--- config.mk ---
export PLATFORM = sky130hd
export DESIGN_NAME = relu_maxpool2x2_stream
export DESIGN_NICKNAME = d
export VERILOG_FILES = /design/src/rtl/relu_maxpool2x2_stream.sv
export SDC_FILE = /design/constraint.sdc
export NUM_CORES = 1
export LEC_CHECK = 0
export ABC_AREA = 0
export CORE_ASPECT_RATIO = 0.9
export CORE_MARGIN = 8
export CORE_UTILIZATION = 52
export CTS_CLUSTER_SIZE = 10
export DETAILED_ROUTE_END_ITERATION = 10
export PLACE_DENSITY = 0.78
export SYNTH_ARGS = -nofsm -noshare
export SYNTH_HDL_FRONTEND = slang
export SYNTH_SLANG_ARGS = --single-unit
export TNS_END_PERCENT = 20
--- constraint.sdc ---
create_clock -name clk -period 9 [get_ports clk]
set_input_delay 1.35 -clock clk [delete_from_list [all_inputs] [get_ports clk]]
set_output_delay 1.35 -clock clk [all_outputs]
set_load 0.01 [all_outputs]
--- src/rtl/relu_maxpool2x2_stream.sv ---
// ReLU followed by 2x2 / stride-2 max pooling on a row-major FP32 pixel stream.
// Comparisons are unsigned on the magnitude bits because every operand is >= +0 after ReLU.
module relu_maxpool2x2_stream #(
  parameter int DATA_WIDTH = 32,
  parameter int WIDTH      = 56,
  parameter int HEIGHT     = 56
) (
  input  logic                  clk,
  input  logic                  rst,
  input  logic                  valid_in,
  input  logic [DATA_WIDTH-1:0] data_in,
  output logic                  valid_out,
  output logic [DATA_WIDTH-1:0] data_out,
  output logic                  frame_done
);

  localparam int CW = (WIDTH > 1) ? $clog2(WIDTH) : 1;
  localparam int RW = (HEIGHT > 1) ? $clog2(HEIGHT) : 1;
  localparam int PW = (WIDTH / 2 > 1) ? $clog2(WIDTH / 2) : 1;

  generate
    if (WIDTH % 2 != 0) begin : g_bad_width
      $error("relu_maxpool2x2_stream: WIDTH must be even");
    end
    if (HEIGHT % 2 != 0) begin : g_bad_height
      $error("relu_maxpool2x2_stream: HEIGHT must be even");
    end
  endgenerate

  function automatic logic [DATA_WIDTH-1:0] pos_max(input logic [DATA_WIDTH-1:0] a,
                                                    input logic [DATA_WIDTH-1:0] b);
    return (a[DATA_WIDTH-2:0] >= b[DATA_WIDTH-2:0]) ? a : b;
  endfunction

  logic [CW-1:0]         col_reg;
  logic [RW-1:0]         row_reg;
  logic [DATA_WIDTH-1:0] pair_reg;
  logic [DATA_WIDTH-1:0] lb_rd_reg;
  logic [DATA_WIDTH-1:0] linebuf [WIDTH/2];

  logic [DATA_WIDTH-1:0] relu_val;
  logic [DATA_WIDTH-1:0] hmax;
  logic [PW-1:0]         pool_col;
  logic                  col_odd;
  logic                  row_odd;
  logic                  col_last;
  logic                  row_last;
  logic                  beat;

  assign relu_val = data_in[DATA_WIDTH-1] ? '0 : data_in;
  assign hmax     = pos_max(pair_reg, relu_val);
  assign pool_col = PW'(col_reg >> 1);
  assign col_odd  = col_reg[0];
  assign row_odd  = row_reg[0];
  assign col_last = (col_reg == CW'(WIDTH - 1));
  assign row_last = (row_reg == RW'(HEIGHT - 1));
  assign beat     = valid_in && !rst;

  // The upper-row partial max is fetched on the even-column beat so the read is registered
  // and ready when the odd-column beat completes the 2x2 window.
  always_ff @(posedge clk) begin
    if (beat) begin
      if (col_odd && !row_odd) begin
        linebuf[pool_col] <= hmax;
      end
      if (!col_odd && row_odd) begin
        lb_rd_reg <= linebuf[pool_col];
      end
    end
  end

  always_ff @(posedge clk) begin
    if (rst) begin
      col_reg    <= '0;
      row_reg    <= '0;
      pair_reg   <= '0;
      valid_out  <= 1'b0;
      data_out   <= '0;
      frame_done <= 1'b0;
    end else begin
      valid_out  <= 1'b0;
      frame_done <= 1'b0;
      if (valid_in) begin
        if (!col_odd) begin
          pair_reg <= relu_val;
        end else if (row_odd) begin
          data_out   <= pos_max(lb_rd_reg, hmax);
          valid_out  <= 1'b1;
          frame_done <= row_last && col_last;
        end
        if (col_last) begin
          col_reg <= '0;
          row_reg <= row_last ? '0 : row_reg + 1'b1;
        end else begin
          col_reg <= col_reg + 1'b1;
        end
      end
    end
  end

endmodule
==> results.yml, run 1 <==
floorplan:
  core_area_um2: 76300
  fp.dieH_um: 279
  die-area_um2: 86100
  chipWidth_um: 308
  initial_core_util: 0.525
  io_pins: 69
  row_count: 96
hold_path:
  hold_path_depth: 2
  holdPathEnd: "data_out[22]$_SDFFE_PP0P_"
  hp-start: "data_out[22]$_SDFFE_PP0P_"
  hold_class: "flip-flop to flip-flop"
setup_path:
  critPathRequiredTime_ps: 9550
  crit_arrival_ps: 8180
  timing.rr.end: "data_out[2]$_SDFFE_PP0P_"
  endpoint_kind: "flip-flop"
  crit_top_cell: "ha_1"
  cp_max_fo: 37
  path_cells: "clkdlybuf4s50_1, nand2b_1, ha_1, nand4_1, nor2_1, o211ai_1, o31a_4, a41oi_4, buf_4, a21o_1, ha_1, nor2b_1, o21ai_0, a41oi_1, nor4_2, o21ai_2, a21oi_1, o31ai_1"
  slowest_stage: "o21ai_2"
  path_buf_inv: 2
  worstSetupPathType: "input pin to flip-flop"
  r2r_cells: 16
  cpPeakStageDelay_ps: 1040
  cp-start-kind: "input pin"
  timing.rr.start: "pair_reg[22]$_SDFFE_PP0P_"
  rrSetupSlack_ps: 3020
  cp_top_family: "compound AO/OA/AOI/OAI gates"
final_layout:
  final_cell_mix: "edfxtp_1 (899), mux4_2 (227), nor2_1 (124), a21oi_1 (120), clkbuf_16 (109)"
  syn_to_final_growth_pct: 12.6
  largest_reg_flops: 868
  fin_util: 0.591
  regMostFlops: "linebuf"
  layout_commonest_cell: "edfxtp_1"
  nNetsFinal: 2369
  layout-drive-gt1-share: 0.211
clock_network:
  postCtsHoldBufs: 0
  path_clk_slew_ps: 60
  numCtsBuffers: 108
  cts.sinks: 975
  h-tree-depth: 3
  post_cts_resized: 0
  root_buffer: "clkbuf_16"
  worst_skew_pair.late_latency_ps: 680
  cts_tree: "built"
  cts_setup_buffers: 0
  clockBufferDepth: 3
power:
  p_int_w: 0.00760
  switchingPower_w: 0.00219
  peakVddDrop_uv: 172
  sequentialPowerShare: 0.523
  power_frac_clock: 0.405
  netSwitchingFraction: 0.224
  powerDensity_nw_per_um2: 217
  leakage_nw: 14.3
  pwr-share-comb: 0.072
placement:
  portBuffers: 67
  place_congestion: 0.840
  hpwl_mm: 54.9
route:
  top_layer: "met5"
  drc: 0
  vias_per_cell: 6.57
  wl_per_cell_um: 30.4
  drt-initial-drc-count: 2853
  drt-pass1-iter-count: 5
  vias: 22000
  wl_met2_mm: 47.7
  routed_wl_mm: 102
  ant_nets: 0
  routed-wl-met3_mm: 12.5
  wl_met1_mm: 37.8
grt:
  grt_max_degree: 164
  grt_first_pass_wirelength_mm: 149
  grt_pass1_vias: 22400
  overflow: 0
  grt_usage: 0.234
  antenna_found_initial: 4
yosys:
  ys_seq_elements: 975
  synth-async-reset-ratio: 0
  synth_edf_count: 899
  ys.flop_type: "edfxtp_1"
  yosysUniqueCellTypes: 59
  yosys_warnings: 0
  syn_area_per_cell_um2: 18.3
  syn_nets: 2287
  syn_area_um2: 40000
  syn_inst: 2188
  seq_area_frac_synth: 0.713
timing:
  fin_crit_ps: 7630
  clock_skew_ps: 48.7
  max_slew.worst_pin.slew_ps: 1350
  relSlewSlack: 0.0975
  grt_setup_unrepaired: "false"
  fin_crit_sh: 0.848
  slew_violations: 0
  setup_viol_count_final: 0
  clock.fmax_mhz: 131
  setup_tns_ps: 0
  hold_viol: 0
run_status:
  run_status: "finished clean"
job:
  max_cap_viol_count: 0
[worst max-delay path by stage]
stage | cells past startpoint | startpoint | end | slack, ps
floorplan | 21 | data_in[31] | data_out[20]$_SDFFE_PP0P_ | 3330
detailed placement | 19 | data_in[31] | data_out[7]$_SDFFE_PP0P_ | 800
CTS | 19 | data_in[31] | data_out[1]$_SDFFE_PP0P_ | 1430
global placement | 19 | data_in[31] | data_out[29]$_SDFFE_PP0P_ | 1090
finish | 18 | data_in[31] | data_out[2]$_SDFFE_PP0P_ | 1370
global route | 19 | data_in[31] | data_out[1]$_SDFFE_PP0P_ | 860
[cells in the mapped netlist, drive strengths merged, types with 14 or more instances]
cell type,number,share of area
edfxtp,899,0.67
mux4,227,0.13
nor2,153,0.014
a21oi,120,0.015
nand2,88,0.0083
clkbuf,83,0.0078
dfxtp,76,0.038
ha,64,0.020
buf,58,0.0078
mux2i,39,0.0098
o21ai,36,0.0046
inv,35,0.0033
nand2b,34,0.0053
a2111oi,31,0.011
a41o,31,0.0078
o31ai,31,0.0058
nor4bb,25,0.0063
mux2,17,0.0048
a21o,14,0.0026
a22oi,14,0.0026
[metrics by stage]
step | cell area [um2] | hold slack (ps) | setup slack [ps] | instances | power, W
global placement | 42000 | 469 | 1090 | 3189 | 0.00587
CTS | 45000 | 489 | 1430 | 3345 | 0.00982
global route | 45000 | 509 | 860 | 3345 | 0.0100
floorplan | 40000 | 458 | 3330 | 2188 | 0.00569
detailed placement | 42000 | 475 | 800 | 3189 | 0.00590
finish | 45000 | 493 | 1370 | 3346 | 0.00979
[area by class of cell]
type,instances,area (um2)
Inverter,35,131
Fill cell,5251,31200
Multi-Input combinational cell,1037,11000
Timing Repair Buffer,113,1040
Antenna cell,1,2.50
Sequential cell,975,28500
Tap cell,1029,1290
Clock buffer,147,2870
Clock inverter,9,193
[worst register-to-register path, stage by stage, from the launching register on]
cell,delay (ps)
dfxtp_1,360
ha_1,360
nand4_1,210
nor2_1,210
o211ai_1,130
o31a_4,450
a41oi_4,370
buf_4,460
a21o_1,830
ha_1,380
nor2b_1,150
o21ai_0,120
a41oi_1,260
nor4_2,80
o21ai_2,1050
a21oi_1,220
o31ai_1,250
[per-layer routing]
metal,global-route usage,up-vias
met2,0.369,1407
met1,0.308,11300
met5,0,-
met4,0.0824,6
li1,-,9047
met3,0.0718,229
[kinds of logic (layout without fill, tap and decap cells)]
kind of cell	after synthesis	count (layout)	share of synthesized area
other	1	2	0.0000937
adders and majority gates	64	64	0.0200
AOI/OAI and AO/OA	324	324	0.0603
xor gates and xnor gates	9	9	0.00197
muxes	283	283	0.142
buffers and inverters	176	304	0.0189
DFF	975	975	0.713
and+or+nand+nor	356	356	0.0435
[power groups by stage]
| stage | clock network (W) | registers, W | logic [W] |
|---|---|---|---|
| after detailed placement | 0 | 0.00521 | 0.000693 |
| after CTS | 0.00401 | 0.00512 | 0.000701 |
| after floorplan | 0 | 0.00519 | 0.000500 |
| after global routing | 0.00416 | 0.00512 | 0.000764 |
| after global placement | 0 | 0.00521 | 0.000659 |
| final | 0.00397 | 0.00512 | 0.000707 |
No activity file was read; power rests on OpenSTA's default activity.
==> run 2: changes to the inputs <==
Clock period 9 ns to 7.75 ns, I/O delays scaled along.
==> run 2 against run 1 <==
Global-route usage fell by 0.16 points. First-iteration DRC count grew 12%. Core utilization grew 0.057 points. Total power grew 15%. Sequential share of layout area decreased by 0.062 points. Via count is 1.0% higher. Count of clock-buffer cells in the layout stayed put. Clock skew up 2.3 ps. Worst hold slack worse by 9.3 ps. Combinational power increased by 17%. Critical path depth grew 1. Critical path type unchanged. Largest power group unchanged. Highest routed layer is now met4.
==> results.yml, run 2 (synthesis gave the netlist of run 1 again) <==
floorplan:
  row_count: 96
  core_area_um2: 76300
  io_pins: 69
  initial_core_util: 0.525
  fp.dieH_um: 279
  chipWidth_um: 308
  die-area_um2: 86100
hold_path:
  hold_class: "flip-flop to flip-flop"
  hold_path_depth: 2
final_layout:
  nNetsFinal: 2379
  largest_reg_flops: 868
  register_area_um2: 28500
  fill_cells: 5239
  multiInputGateArea_um2: 11000
  n_antenna_cell: 0
  regMostFlops: "linebuf"
  layout-drive-gt1-share: 0.215
  final_cell_mix: "edfxtp_1 (899), mux4_2 (227), nor2_1 (124), a21oi_1 (120), clkbuf_16 (109)"
  syn_to_final_growth_pct: 12.7
  layout_commonest_cell: "edfxtp_1"
grt:
  grt_first_pass_wirelength_mm: 148
  grt_pass1_vias: 22300
  grt_usage: 0.232
  antenna_found_initial: 1
  overflow: 0
  grt_max_degree: 105
clock_network:
  numCtsBuffers: 108
  cts.sinks: 975
  post_cts_resized: 0
  cts_tree: "built"
  postCtsHoldBufs: 0
  clockBufferDepth: 3
  h-tree-depth: 3
  worst_skew_pair.late_latency_ps: 690
  path_clk_slew_ps: 50
  cts_setup_buffers: 0
  root_buffer: "clkbuf_16"
setup_path:
  cp_max_fo: 62
  r2r_cells: 18
  cp-start-kind: "input pin"
  endpoint_kind: "flip-flop"
  critPathRequiredTime_ps: 8300
  crit_arrival_ps: 7060
  worstSetupPathType: "input pin to flip-flop"
timing:
  clock_skew_ps: 51.0
  worst_hold_slack_ps: 484
  relSlewSlack: 0.185
  clock.fmax_mhz: 154
  setup_viol_count_final: 0
  fin_crit_sh: 0.840
  fin_crit_ps: 6510
  final.setup.worst_slack_ps: 1240
  grt_setup_unrepaired: "false"
  max_slew.worst_pin.slew_ps: 1220
  slew_violations: 0
  setup_tns_ps: 0
  hold_viol: 0
run_status:
  run_status: "finished clean"
route:
  vias_per_cell: 6.62
  drt-initial-drc-count: 3185
  drt-pass1-iter-count: 8
  wl_per_cell_um: 30.0
  ant_nets: 0
  drc: 0
  vias: 22200
  routed_wl_mm: 101
placement:
  portBuffers: 67
  pre_cts_ws_ps: 657
  place_congestion: 0.839
  hpwl_mm: 55.0
power:
  peakVddDrop_uv: 193
  powerDensity_nw_per_um2: 250
  leakage_nw: 14.3
job:
  max_cap_viol_count: 0
==> run 2: cell types whose count changed in the layout (fill, tap and decap cells not counted) <==
cell       before  now
clkinv_16       2    3
clkinv_2        0    2
diode_2         1    0
buf_4          44   53
clkinv_8        3    1
buf_12          2    3
clkinv_1        1    0
inv_4           0    1
inv_6           0    1
bufinv_16       2    0
==> run 2: stage by stage <==
step	util	instance area, um2	total power, W	instances
after floorplan	-	40000	0.00661	2188
after global placement	0.552	42100	0.00681	3199
after detailed placement	0.552	42100	0.00686	3199
after CTS	0.591	45100	0.0113	3355
after global routing	0.591	45100	0.0116	3355
final	0.591	45100	0.0113	3355
==> run 2: worst paths after layout <==
check | endpoint | startpoint | slack, ps
max | data_out[7]$_SDFFE_PP0P_ | data_in[31] | 1240
min | data_out[1]$_SDFFE_PP0P_ | data_out[1]$_SDFFE_PP0P_ | 480
max reg2reg | data_out[7]$_SDFFE_PP0P_ | pair_reg[0]$_SDFFE_PP0P_ | 2610
min reg2reg | data_out[1]$_SDFFE_PP0P_ | data_out[1]$_SDFFE_PP0P_ | 480
==> run 2: per-layer routing <==
metal	share of wire	global-route usage
met2	0.46	0.357
met5	0	0
met3	0.13	0.0637
met1	0.38	0.321
met4	0.036	0.0779
==> run 2: cell type report <==
class / count / area share
clock inverters: 9 / 0.00336
multi-input cells: 1037 / 0.244
inverters: 35 / 0.00291
flip-flops and latches: 975 / 0.633
clock buffers: 147 / 0.0637
well taps: 1029 / 0.0286
repair buffers: 123 / 0.0250
==> run 2: critical path, cell delays in order <==
cell and delay (ps):
clkdlybuf4s50_1 800, nand2b_1 400, ha_1 370, nand4_1 170
nor2_1 180, o211ai_1 120, o31a_4 440, a41oi_4 290
buf_12 310, a21o_1 180, buf_4 290, inv_2 50
ha_1 300, a21o_1 160, a21o_1 170, a21oi_1 290
o21a_1 880, a21oi_1 200, o31ai_1 270
==> run 2: power by group <==
part           switching (W)  internal [W]  leakage, nW
clock                0.00196       0.00256         1.46
sequential         0.0000281       0.00591         8.77
combinational       0.000534      0.000293         4.09
==> run 3: changes to the inputs <==
Clock period 7.75 ns to 6.45 ns, I/O delays scaled along.
==> run 3 against run 2 <==
Die area unchanged. Largest cell class unchanged. Sequential cell count is the same. Count of clock-buffer cells in the layout decreased by 9. Non-clock buffer count grew 29. Global-route usage decreased by 0.052 points. Combinational power grew 23%. Via count shrank 0.96%. Critical path depth rose by 1. Critical path type unchanged. Highest routed layer is now met5. Routed wire length hardly changed. Clock skew down 9.9 ps.
==> results.yml, run 3 (synthesis gave the netlist of run 1 again) <==
timing:
  hold_viol: 0
  grt_setup_unrepaired: "false"
  clock.fmax_mhz: 165
  fin_crit_ps: 6060
  setup_viol_count_final: 0
  relSlewSlack: 0.131
  setup_tns_ps: 0
  max_slew.worst_pin.slew_ps: 1300
  slew_violations: 0
  fin_crit_sh: 0.940
  clock_skew_ps: 41.1
final_layout:
  nNetsFinal: 2408
  layout-drive-gt1-share: 0.225
  regMostFlops: "linebuf"
  finalNonFillerCells: 3376
  largest_reg_flops: 868
  n_antenna_cell: 0
  final_cell_mix: "edfxtp_1 (899), mux4_2 (227), nor2_1 (124), a21oi_1 (120), clkbuf_16 (108)"
  design_area_um2: 45300
  syn_to_final_growth_pct: 13.3
  layout_commonest_cell: "edfxtp_1"
placement:
  dp_cells: 3228
  portBuffers: 67
  place_congestion: 0.857
  hpwl_mm: 57.3
  placed_area_um2: 42300
clock_network:
  cts_tree: "built"
  path_clk_slew_ps: 60
  postCtsHoldBufs: 0
  cts.sinks: 975
  post_cts_resized: 0
  root_buffer: "clkbuf_16"
  numCtsBuffers: 108
  cts_setup_buffers: 0
  clockBufferDepth: 3
  h-tree-depth: 3
  worst_skew_pair.late_latency_ps: 680
power:
  switchingPower_w: 0.00302
  netSwitchingFraction: 0.223
  p_int_w: 0.0105
  powerDensity_nw_per_um2: 299
  leakage_nw: 14.5
  peakVddDrop_uv: 257
  sequentialPowerShare: 0.527
  pwr-share-comb: 0.076
  power_w: 0.0135
  power_frac_clock: 0.398
grt:
  antenna_found_initial: 6
  grt_pass1_vias: 22400
  overflow: 0
  busiest_layer: "met2"
  use_met2: 0.361
  grt_max_degree: 108
  use_met1: 0.313
  use_met3: 0.0675
  grt_usage: 0.231
  grt_first_pass_wirelength_mm: 148
setup_path:
  crit_arrival_ps: 6620
  cp-start-kind: "input pin"
  worstSetupPathType: "input pin to flip-flop"
  rrSetupSlack_ps: 1360
  endpoint_kind: "flip-flop"
  critPathRequiredTime_ps: 7010
  cp_max_fo: 31
floorplan:
  fp.dieH_um: 279
  row_count: 96
  die-area_um2: 86100
  initial_core_util: 0.525
  chipWidth_um: 308
  io_pins: 69
  core_area_um2: 76300
route:
  vias: 22000
  vias_per_cell: 6.52
  drc: 0
  ant_nets: 0
  wl_per_cell_um: 29.8
  drt-initial-drc-count: 2933
  routed_wl_mm: 101
  drt-pass1-iter-count: 5
hold_path:
  hold_class: "flip-flop to flip-flop"
run_status:
  run_status: "finished clean"
job:
  max_cap_viol_count: 0
[run 3: cell types whose count changed in the layout (fill, tap and decap cells not counted), sizes merged]
cell and delta:
buf +29, clkbuf -9, clkinv +1
[run 3: worst max-delay path: stages]
cell	delay, ps
clkdlybuf4s50_1	550
buf_4	260
nand2b_1	210
ha_1	360
nand4_1	170
nor2_1	200
o211ai_1	140
o31a_4	310
a41oi_4	460
buf_12	220
buf_4	170
a21oi_1	120
ha_1	320
a21oi_1	130
o21ai_0	150
a22oi_1	190
o211ai_1	150
o21ai_2	1010
a21oi_1	210
o31ai_1	300
[run 3: cell type report]
class,instances,area (um2)
Clock buffer,138,2830
Fill cell,5240,31000
Sequential cell,975,28500
Tap cell,1029,1290
Multi-Input combinational cell,1037,11000
Timing Repair Buffer,152,1400
Inverter,35,131
Clock inverter,10,156
[run 3: metrics by stage]
step,util,hold WS [ps],worst slack (ps)
after global routing,0.594,504,78.1
after floorplan,-,458,1170
final,0.594,490,387
after CTS,0.594,491,480
after detailed placement,0.555,484,-207
after global placement,0.555,465,93.6
[run 3: worst paths after layout]
kind | from | to | depth (start not counted)
worst max-delay path | data_in[31] | data_out[7]$_SDFFE_PP0P_ | 20
worst min-delay path | data_out[21]$_SDFFE_PP0P_ | data_out[21]$_SDFFE_PP0P_ | 2
worst max register to register | pair_reg[4]$_SDFFE_PP0P_ | data_out[7]$_SDFFE_PP0P_ | 17
worst min register to register | data_out[21]$_SDFFE_PP0P_ | data_out[21]$_SDFFE_PP0P_ | 2
[run 3: metal layers]
metal / routed length [um] / vias to the layer above
met3: 12000 / 250
met2: 47000 / 1445
li1: - / 9141
met4: 3640 / 8
met5: 57 / -
met1: 37800 / 11200
[run 3: power by group through the flow]
| stage | clock (W) | combinational, W | sequential [W] |
|---|---|---|---|
| floorplan | 0 | 0.000698 | 0.00724 |
| detailed placement | 0 | 0.00101 | 0.00726 |
| CTS | 0.00543 | 0.00102 | 0.00714 |
| global route | 0.00566 | 0.00110 | 0.00714 |
| finish | 0.00538 | 0.00102 | 0.00714 |
| global placement | 0 | 0.000960 | 0.00726 |
